### config.mk
export PLATFORM = sky130hd
export DESIGN_NAME = nibble_serial_adder_ctrl
export DESIGN_NICKNAME = d
export VERILOG_FILES = /design/src/rtl/adder_ctrl_pkg.sv /design/src/rtl/nibble_add.sv /design/src/rtl/nibble_serial_adder_ctrl.sv
export SDC_FILE = /design/constraint.sdc
export NUM_CORES = 1
export LEC_CHECK = 0
export ABC_AREA = 1
export BUFFER_PORTS_ARGS = -buffer_cell sky130_fd_sc_hd__buf_4
export CAP_MARGIN = 20
export CORE_UTILIZATION = 49
export CTS_CLUSTER_SIZE = 12
export DETAILED_ROUTE_END_ITERATION = 8
export PLACE_DENSITY = 0.75
export SYNTH_ARGS = -nofsm -noshare
export SYNTH_HDL_FRONTEND = slang
export SYNTH_SLANG_ARGS = --single-unit
### constraint.sdc
create_clock -name clk_i -period 1.8 [get_ports clk_i]
set_input_delay 0.18 -clock clk_i [delete_from_list [all_inputs] [get_ports clk_i]]
set_output_delay 0.18 -clock clk_i [all_outputs]
set_load 0.005 [all_outputs]
### src/rtl/adder_ctrl_pkg.sv
// Shared constants and state encoding for the nibble-serial adder sequencer.
package adder_ctrl_pkg;
  localparam int NIBBLE_W = 4;
  typedef enum logic [1:0] {IDLE, CALC, DONE} state_e;
endpackage

### src/rtl/nibble_add.sv
// Combinational 4-bit adder slice: a + b + cin -> sum, cout. Zero latency, no flow control.
module nibble_add
  import adder_ctrl_pkg::*;
(
  input  logic [NIBBLE_W-1:0] a,
  input  logic [NIBBLE_W-1:0] b,
  input  logic                cin,
  output logic [NIBBLE_W-1:0] sum,
  output logic                cout
);
  assign {cout, sum} = {1'b0, a} + {1'b0, b} + {{NIBBLE_W{1'b0}}, cin};
endmodule

### src/rtl/nibble_serial_adder_ctrl.sv
// Adds WIDTH-bit operands one nibble per cycle through one shared 4-bit slice; result valid WIDTH/4 edges after accept,
// held while ready_i is low, new op accepted only in IDLE. ADDER_SUB_MODE_EN adds sub_i for A-B.
module nibble_serial_adder_ctrl
  import adder_ctrl_pkg::*;
#(
  parameter int WIDTH = 16
) (
  input  logic             clk_i,
  input  logic             rst_ni,
  input  logic             valid_i,
  output logic             ready_o,
  input  logic [WIDTH-1:0] a_i,
  input  logic [WIDTH-1:0] b_i,
  input  logic             carry_i,
`ifdef ADDER_SUB_MODE_EN
  input  logic             sub_i,
`endif
  output logic             valid_o,
  input  logic             ready_i,
  output logic [WIDTH-1:0] sum_o,
  output logic             carry_o,
  output logic             busy_o
);
  localparam int NIBBLES = WIDTH / NIBBLE_W;
  localparam int IDX_W   = (NIBBLES > 1) ? $clog2(NIBBLES) : 1;
  localparam logic [IDX_W-1:0] LAST_IDX = IDX_W'(NIBBLES - 1);

  if ((WIDTH % NIBBLE_W) != 0 || WIDTH < 8) begin : g_width_check
    $error("nibble_serial_adder_ctrl: WIDTH must be a multiple of 4 and >= 8");
  end

  state_e               state;
  logic [WIDTH-1:0]     a_sh;
  logic [WIDTH-1:0]     b_sh;
  logic [IDX_W-1:0]     idx;
  logic                 carry;
  logic [NIBBLE_W-1:0]  nib_sum;
  logic                 nib_cout;
  logic                 sub;

`ifdef ADDER_SUB_MODE_EN
  assign sub = sub_i;
`else
  assign sub = 1'b0;
`endif

  // Operands shift right so the slice always sees the current nibble at bit 0.
  nibble_add u_nibble_add (
    .a    (a_sh[NIBBLE_W-1:0]),
    .b    (b_sh[NIBBLE_W-1:0]),
    .cin  (carry),
    .sum  (nib_sum),
    .cout (nib_cout)
  );

  always_ff @(posedge clk_i or negedge rst_ni) begin
    if (!rst_ni) begin
      state   <= IDLE;
      a_sh    <= '0;
      b_sh    <= '0;
      idx     <= '0;
      carry   <= 1'b0;
      ready_o <= 1'b1;
      valid_o <= 1'b0;
      busy_o  <= 1'b0;
      sum_o   <= '0;
      carry_o <= 1'b0;
    end else begin
      case (state)
        IDLE: begin
          if (valid_i && ready_o) begin
            a_sh    <= a_i;
            b_sh    <= sub ? ~b_i : b_i;
            carry   <= sub ? 1'b1 : carry_i;
            idx     <= '0;
            ready_o <= 1'b0;
            busy_o  <= 1'b1;
            state   <= CALC;
          end
        end
        CALC: begin
          a_sh  <= a_sh >> NIBBLE_W;
          b_sh  <= b_sh >> NIBBLE_W;
          carry <= nib_cout;
          sum_o[int'(idx) * NIBBLE_W +: NIBBLE_W] <= nib_sum;
          if (idx == LAST_IDX) begin
            idx     <= '0;
            carry_o <= nib_cout;
            valid_o <= 1'b1;
            state   <= DONE;
          end else begin
            idx <= idx + 1'b1;
          end
        end
        DONE: begin
          if (ready_i) begin
            valid_o <= 1'b0;
            busy_o  <= 1'b0;
            ready_o <= 1'b1;
            state   <= IDLE;
          end
        end
        default: state <= IDLE;
      endcase
    end
  end
endmodule

Word-level counts from Yosys, hierarchy flattened
Cells that the tools add are included.
{ "word_totals": {"mem_bits_ro": 0, "ram_bits": 0, "mem_count": 0, "register_bits": 57, "wordCells": 54, "latchBits": 0, "inputBits": 37, "output_inout_bits": 20} }
{ "op_classes": {"muxes": 22, "reduce_logical": 10, "div": 0, "addsub": 4, "magnitude_cmp": 0, "shift": 2, "n_eq_ne": 6, "n_mul": 0, "bitwise": 0} }
{ "ops": {"columns": ["op", "n"], "rows": [
  ["one-hot mux 16 bit (2 select lines)", 2],
  ["negation 4 -> 33 bit", 1],
  ["variable shift 4 x 33 -> 16 bit (first input constant)", 1],
  ["variable part select 4 x 33 -> 16 bit", 1],
  ["2-to-1 mux 16 bit", 2],
  ["bitwise mux 16 bit", 1],
  ["2-to-1 mux 2 bit", 5],
  ["AND reduction 3 bit", 3],
  ["one-hot mux 1 bit (2 select lines)", 4],
  ["2-to-1 mux 1 bit", 6],
  ["inequality test 2 bit (second input constant)", 3],
  ["one-hot mux 2 bit (3 select lines)", 1],
  ["nonzero test 2 bit", 3],
  ["adder 4 x 4 -> 5 bit", 1],
  ["adder 5 x 1 -> 5 bit", 1],
  ["equality test 2 bit (second input constant)", 2],
  ["one-hot mux 2 bit (2 select lines)", 1],
  ["AND reduction 2 bit", 2],
  ["adder 2 x 1 -> 2 bit (second input constant)", 1],
  ["equality test 2 x 1 -> 1 bit (second input constant)", 1],
  ["zero test 2 bit", 1],
  ["logical AND 1 bit", 1]
]} }

Longest topological paths before layout
Gate-level depths: netlist (run 1).
{ "depth": {"word_depth": 4, "mapped_depth": 8, "mapped_depth_nobuf": 8} }

Hierarchy
From an unflattened synthesis (run 1), not the netlist that was laid out.
{ "hier_totals": {"hier_cells": 391, "hier_area_um2": 2984.1} }
{ "by_module_without_submodules": {"columns": ["module", "seq_area_each_um2", "instances", "cells_per_inst", "area_each_um2"], "rows": [
  ["nibble_serial_adder_ctrl", 1427.6, 1, 366, 2819.0],
  ["nibble_add", 0.0, 1, 25, 165.2]
]} }

Least setup slack after synthesis (run 1)
Ideal clock, no wire load.
{ "synth_timing": {"path_type": "register to register", "startpoint": "reg a_sh[0]", "endpoint": "reg sum_o[13]", "path_buffers": 0, "slack_ns": 0.083, "setup_ns": 0.083, "period_less_slack_ns": 1.717, "required_time_ns": 1.717, "arrival_ns": 1.634, "path_stages_with_launch": 7, "cell_sequence": "dfrtp_1 -> fa_1 -> inv_1 -> fa_1 -> nor2_1 -> nand2_1 -> o21ai_0"} }
{ "synth_between": {"elab_chain_cells": 4} }
{ "synth_rtl": {"columns": ["item", "line", "text"], "rows": [
  ["start: declaration", "nibble_serial_adder_ctrl.sv:33", "logic [WIDTH-1:0] a_sh;"],
  ["start signal: assignment", "nibble_serial_adder_ctrl.sv:72", "a_sh <= a_i;"],
  ["start signal: assignment", "nibble_serial_adder_ctrl.sv:82", "a_sh <= a_sh >> NIBBLE_W;"],
  ["adder 4 x 4 -> 5 bit", "nibble_add.sv:11", "assign {cout, sum} = {1'b0, a} + {1'b0, b} + {{NIBBLE_W{1'b0}}, cin};"],
  ["adder 5 x 1 -> 5 bit", "nibble_add.sv:11", null],
  ["variable part select 4 x 33 -> 16 bit", "nibble_serial_adder_ctrl.sv:85", "sum_o[int'(idx) * NIBBLE_W +: NIBBLE_W] <= nib_sum;"],
  ["bitwise mux 16 bit", "nibble_serial_adder_ctrl.sv:85", null],
  ["end signal: indexed assignment", "nibble_serial_adder_ctrl.sv:85", null],
  ["end: declaration", "nibble_serial_adder_ctrl.sv:20", "output logic [WIDTH-1:0] sum_o,"]
]} }
Every way passes these cells.
A chain may end at the register's enable or synchronous reset.

Final worst setup path (run 1)
{ "layout_timing": {"startpoint": "reg a_sh[0]", "endpoint": "reg sum_o[5]"} }
Same word-level chain as after synthesis.

==> results.sh, run 1 <==
export IMPL_status="completed"
export IMPL_hold_start="ready_i"
export IMPL_grt_max_degree=58
export IMPL_fillers=477
export IMPL_syn_num_nets=367
export IMPL_ioPinCount=57
export IMPL_worstReg2RegStart="a_sh[0]"
export IMPL_placementRows=26
export IMPL_critPathCaptureType="register"
export IMPL_finClkSkew_ns=0.00715
export IMPL_path_cells="fa_2, inv_2, fa_1, nor2_2, nand2_1, o21ai_1"
export IMPL_synth_seq_cells=57
export IMPL_nets=428
export IMPL_worstSetupPathType="register to register"
export IMPL_avgSynthCellArea_sq_um=8.64
export IMPL_synth_mux_area_share_pct=0
export IMPL_dpl_worst_slack_ns=-0.0649
export IMPL_start_util_pct=52.3
export IMPL_drt_wirelength_per_cell_um=12.4
export IMPL_slew_violations=0
export IMPL_hold_depth=2
export IMPL_yosys_area_share_simple_pct=24.5
export IMPL_dpl_cell_area_sq_mm=0.00322
export IMPL_layout_common_cells="nand2_1, buf_4, dfrtp_1"
export IMPL_ant_nets=0
export IMPL_gp_congestion=0.952
export IMPL_setup_violations=0
export IMPL_cts_tree="yes"
export IMPL_final_common_cell="nand2_1"
export IMPL_hold_class="primary input to register"
export IMPL_die_x_um=77.0
export IMPL_setup_tns_ns=0
export IMPL_htree_num_levels=3
export IMPL_cap_violations=0
export IMPL_synth_xor_area_share_pct=0
export IMPL_period_share_pct=97.0
export IMPL_cts_buffer_depth=2
export IMPL_synthAdderAreaFrac_pct=5.54
export IMPL_synthFlopType="dfrtp_1"
export IMPL_grt_pass1_vias=2233
export IMPL_hold_viol=0
export IMPL_drt_first_pass_iters=6
export IMPL_cts_inserted_buffers=9
export IMPL_insertedDiodeCount=0
export IMPL_clk_pin_slew_worst_paths_ns=0.06
export IMPL_cp_slowest_cell="fa_1"
export IMPL_synth_area_sq_mm=0.00276
export IMPL_clkSinkCount=57
export IMPL_min_to="state[1]"
export IMPL_yosys_area_top_type="dfrtp_1"
export IMPL_dieArea_sq_mm=0.00593
export IMPL_cts_root_buf="clkbuf_8"
export IMPL_relSlewSlack_pct=52.3
export IMPL_powerDensity_mw_per_mm2=733
export IMPL_synth_top_area_share_pct=50.8
export IMPL_hpwl_um=3790
export IMPL_timing_critical_path_buf_inv=1
export IMPL_grt_pass1_wl_um=9870
export IMPL_die_h_um=77.0
export IMPL_fin_area_sq_mm=0.00343
export IMPL_antenna_found_initial=0
export IMPL_path_delay_family="adder cells"
export IMPL_reg2regPathDepth=6
export IMPL_worstPathRequired_ns=2.07
export IMPL_dr_total_vias=2268
export IMPL_clock_latency_ns=0.33
export IMPL_fin_util_pct=65.2
export IMPL_drcViolationCount=0
export IMPL_seq_area_frac_synth_pct=51.8
export IMPL_ys_types=29
export IMPL_regArea_sq_mm=0.00143
export IMPL_drive_gt1_share_pct=24.4
export IMPL_synth_edf_count=0
export IMPL_synth_cells=319
export IMPL_cp_max_fo=3
export IMPL_critPathArrivalTime_ns=2.01
export IMPL_synthArstFlopShare_pct=100
export IMPL_ys_warn_count=0
export IMPL_multiInputGateArea_sq_mm=0.00112
export IMPL_drt_total_wl_um=5640
export IMPL_fmax_mhz=573
export IMPL_syn_to_final_growth_pct=24.5
export IMPL_synth_compound_area_share_pct=10.3
export IMPL_tightest_slew_ns=0.715
export IMPL_cp_start_kind="register"
export IMPL_r2r_slack_ns=0.05
export IMPL_track_usage_pct=21.6
export IMPL_drt_iter0_markers=126
export IMPL_r2r_end="sum_o[5]"
export IMPL_slowest_delay_ns=0.43
export IMPL_port_buffers=56
export IMPL_fin_crit_ns=1.75
export IMPL_grt_setup_unrepaired="true"
export IMPL_core_area_sq_mm=0.00527
export IMPL_grt_remaining_overflow=0
export IMPL_via_per_inst=4.98
export IMPL_synth_area_top_cells="dfrtp_1, nand2_1, o21ai_0"
export IMPL_peakVddDrop_mv=0.377
export IMPL_power_leakage_nw=1.72
export IMPL_layout_setup_ws_ns=0.0537
export IMPL_synth_top_family_by_area="simple AND/OR/NAND/NOR gates"
[state kept, by name, summed over array words and instances, names as in the netlist]
name	flops
a_sh	16
b_sh	16
busy_o	1
carry	1
carry_o	1
idx	2
ready_o	1
state	2
sum_o	16
valid_o	1
[power breakdown]
part	internal, mW	leakage [nW]	total (mW)	switching (mW)
Clock	0.646	0.102	1.14	0.492
Combinational	0.0560	0.971	0.0983	0.0422
Sequential	1.28	0.647	1.28	0
Total	1.98	1.72	2.52	0.535
[logic make-up (layout without fill, tap and decap cells)]
family	Yosys count	in the layout
AND/OR/NAND/NOR	147	147
flip-flops	57	57
AO/OA/AOI/OAI	54	54
buffers and inverters	50	116
adder cells (fa/ha/maj)	11	11
[metrics by stage]
step	power, mW	cells	hold WS, ns
after floorplan	1.32	319	-0.116
final	2.52	455	0.0311
after global routing	2.61	455	0.0422
after CTS	2.53	454	0.0280
after global placement	1.40	437	0.280
after detailed placement	1.40	437	0.285
[synthesized netlist by cell type (all sizes together), types with 2 or more instances]
master,n
o31ai,2
ha,9
buf,8
inv,38
nand2,78
dfrtp,56
o21ai,47
a21oi,2
clkbuf,3
nand3,9
nand4,4
fa,2
nor3,25
nor2,31
[what timing repair did]
action                                  in CTS  in global routing
gates resized for setup                      2                  3
setup buffers                                0                  1
hold buffers                                 1                  0
endpoints found under the setup margin       3                  4
endpoints found under the hold margin       56                  0
[how the worst max path moves through the flow]
stage | cells after the start | startpoint | to
final | 6 | a_sh[0] | sum_o[5]
after global routing | 6 | a_sh[0] | sum_o[13]
after detailed placement | 6 | a_sh[0] | sum_o[5]
after global placement | 6 | a_sh[0] | sum_o[13]
after CTS | 6 | a_sh[0] | sum_o[13]
after floorplan | 6 | a_sh[0] | sum_o[13]
[routing by layer]
layer	global-route usage [%]	vias to the layer above	share of wire, %
li1	-	1143	-
met4	9.06	0	1.4
met1	25.6	1052	44
met2	36.9	65	49
met3	5.95	8	4.8
met5	0	-	0
[final cells by class]
cell class,instances,area share [%]
Inverter,39,4.34
Clock inverter,2,0.291
Clock buffer,14,5.32
Multi-Input combinational cell,212,32.5
Timing Repair Buffer,61,13.4
Tap cell,70,2.55
Sequential cell,57,41.6
Power figures use the tool's default switching activity.
==> inputs of run 2 (changes only) <==
- PLACE_DENSITY: 0.75 -> not set
- PLACE_DENSITY_LB_ADDON: not set -> 0.2
- clock period: 1.8 -> 1.55 ns (I/O delays scaled with it)
==> run 2 against run 1 <==
Compared with the run above:
- die area unchanged
- design area increased by 4.6%
- hold slack worse by 0.022 ns
- non-clock buffer count is 12 higher
- sequential share of layout area decreased by 1.8 points
- sequential power up 16%
- global-route usage grew 1.3 points
- critical endpoint unchanged
- largest power group unchanged
- the run now ends with negative setup slack left
- fmax rose by 2.3%
- clock skew decreased by 0.0014 ns
==> results.sh, run 2 (synthesis results as in run 1) <==
export IMPL_dpl_worst_slack_ns=-0.193
export IMPL_syn_to_final_growth_pct=30.3
export IMPL_violations="negative setup slack"
export IMPL_die_h_um=77.0
export IMPL_peakVddDrop_mv=0.472
export IMPL_start_util_pct=52.3
export IMPL_reg_largest_list="a_sh (16), b_sh (16), sum_o (16)"
export IMPL_dr_total_vias=2363
export IMPL_cts_buffer_depth=2
export IMPL_power_leakage_nw=1.79
export IMPL_insertedDiodeCount=0
export IMPL_relSlewSlack_pct=52.8
export IMPL_die_x_um=77.0
export IMPL_cts_root_buf="clkbuf_8"
export IMPL_cts_inserted_buffers=9
export IMPL_fin_area_sq_mm=0.00359
export IMPL_grt_remaining_overflow=0
export IMPL_critPathArrivalTime_ns=1.98
export IMPL_nets=440
export IMPL_finClkSkew_ns=0.00575
export IMPL_dpl_cell_area_sq_mm=0.00332
export IMPL_gp_congestion=0.821
export IMPL_hpwl_um=4070
export IMPL_via_per_inst=5.07
export IMPL_track_usage_pct=23.0
export IMPL_period_share_pct=110
export IMPL_ioPinCount=57
export IMPL_tightest_slew_ns=0.708
export IMPL_setup_violations=6
export IMPL_whs_ns=0.00943
export IMPL_clk_pin_slew_worst_paths_ns=0.06
export IMPL_final_common_cell="nand2_1"
export IMPL_core_area_sq_mm=0.00527
export IMPL_grt_pass1_vias=2282
export IMPL_status="complete, but fails checks"
export IMPL_htree_num_levels=3
export IMPL_port_buffers=56
export IMPL_cap_violations=0
export IMPL_drt_wirelength_per_cell_um=13.0
export IMPL_worstSetupPathType="register to register"
export IMPL_fmax_mhz=586
export IMPL_layout_setup_ws_ns=-0.158
export IMPL_cp_max_fo=2
export IMPL_hold_viol=0
export IMPL_fin_crit_ns=1.71
export IMPL_drt_iter0_markers=164
export IMPL_layout_common_cells="nand2_1, buf_4, dfrtp_1"
export IMPL_slew_violations=0
export IMPL_clock_latency_ns=0.35
export IMPL_drive_gt1_share_pct=29.8
export IMPL_grt_pass1_wl_um=10500
export IMPL_drt_total_wl_um=6050
export IMPL_placementRows=26
export IMPL_grt_max_degree=58
export IMPL_grt_setup_unrepaired="true"
export IMPL_cts_tree="yes"
export IMPL_antenna_found_initial=0
export IMPL_critPathCaptureType="register"
export IMPL_ant_nets=0
export IMPL_r2r_slack_ns=-0.16
export IMPL_dieArea_sq_mm=0.00593
export IMPL_hold_class="primary input to register"
export IMPL_worstPathRequired_ns=1.82
export IMPL_clkSinkCount=57
export IMPL_powerDensity_mw_per_mm2=803
export IMPL_drt_first_pass_iters=4
export IMPL_drcViolationCount=0
export IMPL_cp_start_kind="register"
[run 2: layout make-up]
type,instances,area (sq um)
Fill cell,460,1680
Sequential cell,57,1430
Multi-Input combinational cell,212,1170
Timing Repair Buffer,73,578
Clock buffer,12,165
Inverter,39,149
Tap cell,70,87.6
Clock inverter,3,15.0
[run 2: critical path, cell delays in order, from the launching register on]
cell and delay, ns:
dfrtp_1 0.40, fa_2 0.41, inv_2 0.06, fa_2 0.46, nor2_4 0.11, nand2_2 0.07, o21ai_1 0.12
[run 2: final timing paths]
check,start,endpoint,cells after the start
max,a_sh[0],sum_o[5],6
min,b_i[13],b_sh[13],3
max reg2reg,a_sh[0],sum_o[5],6
min reg2reg,valid_o,valid_o,2
max in group asynchronous,rst_ni,idx[1],2
min in group asynchronous,rst_ni,b_sh[6],2
[run 2: repair_timing]
action                                  in CTS  in global routing
buffers inserted                             1                  1
endpoints found under the hold margin       57                  0
resized for setup                            4                 16
endpoints found under the setup margin       9                 14
pin swaps                                    6                  6
hold buffers                                 2                  0
[run 2: metal layers]
layer | track usage, % | wire length (um)
met5 | 0 | 0
met3 | 5.71 | 263
met1 | 29.1 | 2740
met4 | 12.8 | 170
met2 | 36.0 | 2880
[run 2: power by group]
group | internal [mW] | total [mW] | switching, mW | leakage [nW]
Combinational | 0.0668 | 0.117 | 0.0501 | 1.05
Sequential | 1.49 | 1.49 | 0 | 0.647
Clock | 0.693 | 1.28 | 0.588 | 0.0980
Total | 2.25 | 2.89 | 0.638 | 1.79
[run 2: stage by stage]
step	power, mW	TNS (ns)	std cells	utilization, %
after CTS	2.92	-0.651	465	67.1
after global routing	2.99	-1.27	466	68.2
after global placement	1.63	-0.537	447	63.0
after floorplan	1.53	-0.300	319	-
after detailed placement	1.63	-0.845	447	63.0
final	2.89	-0.677	466	68.2
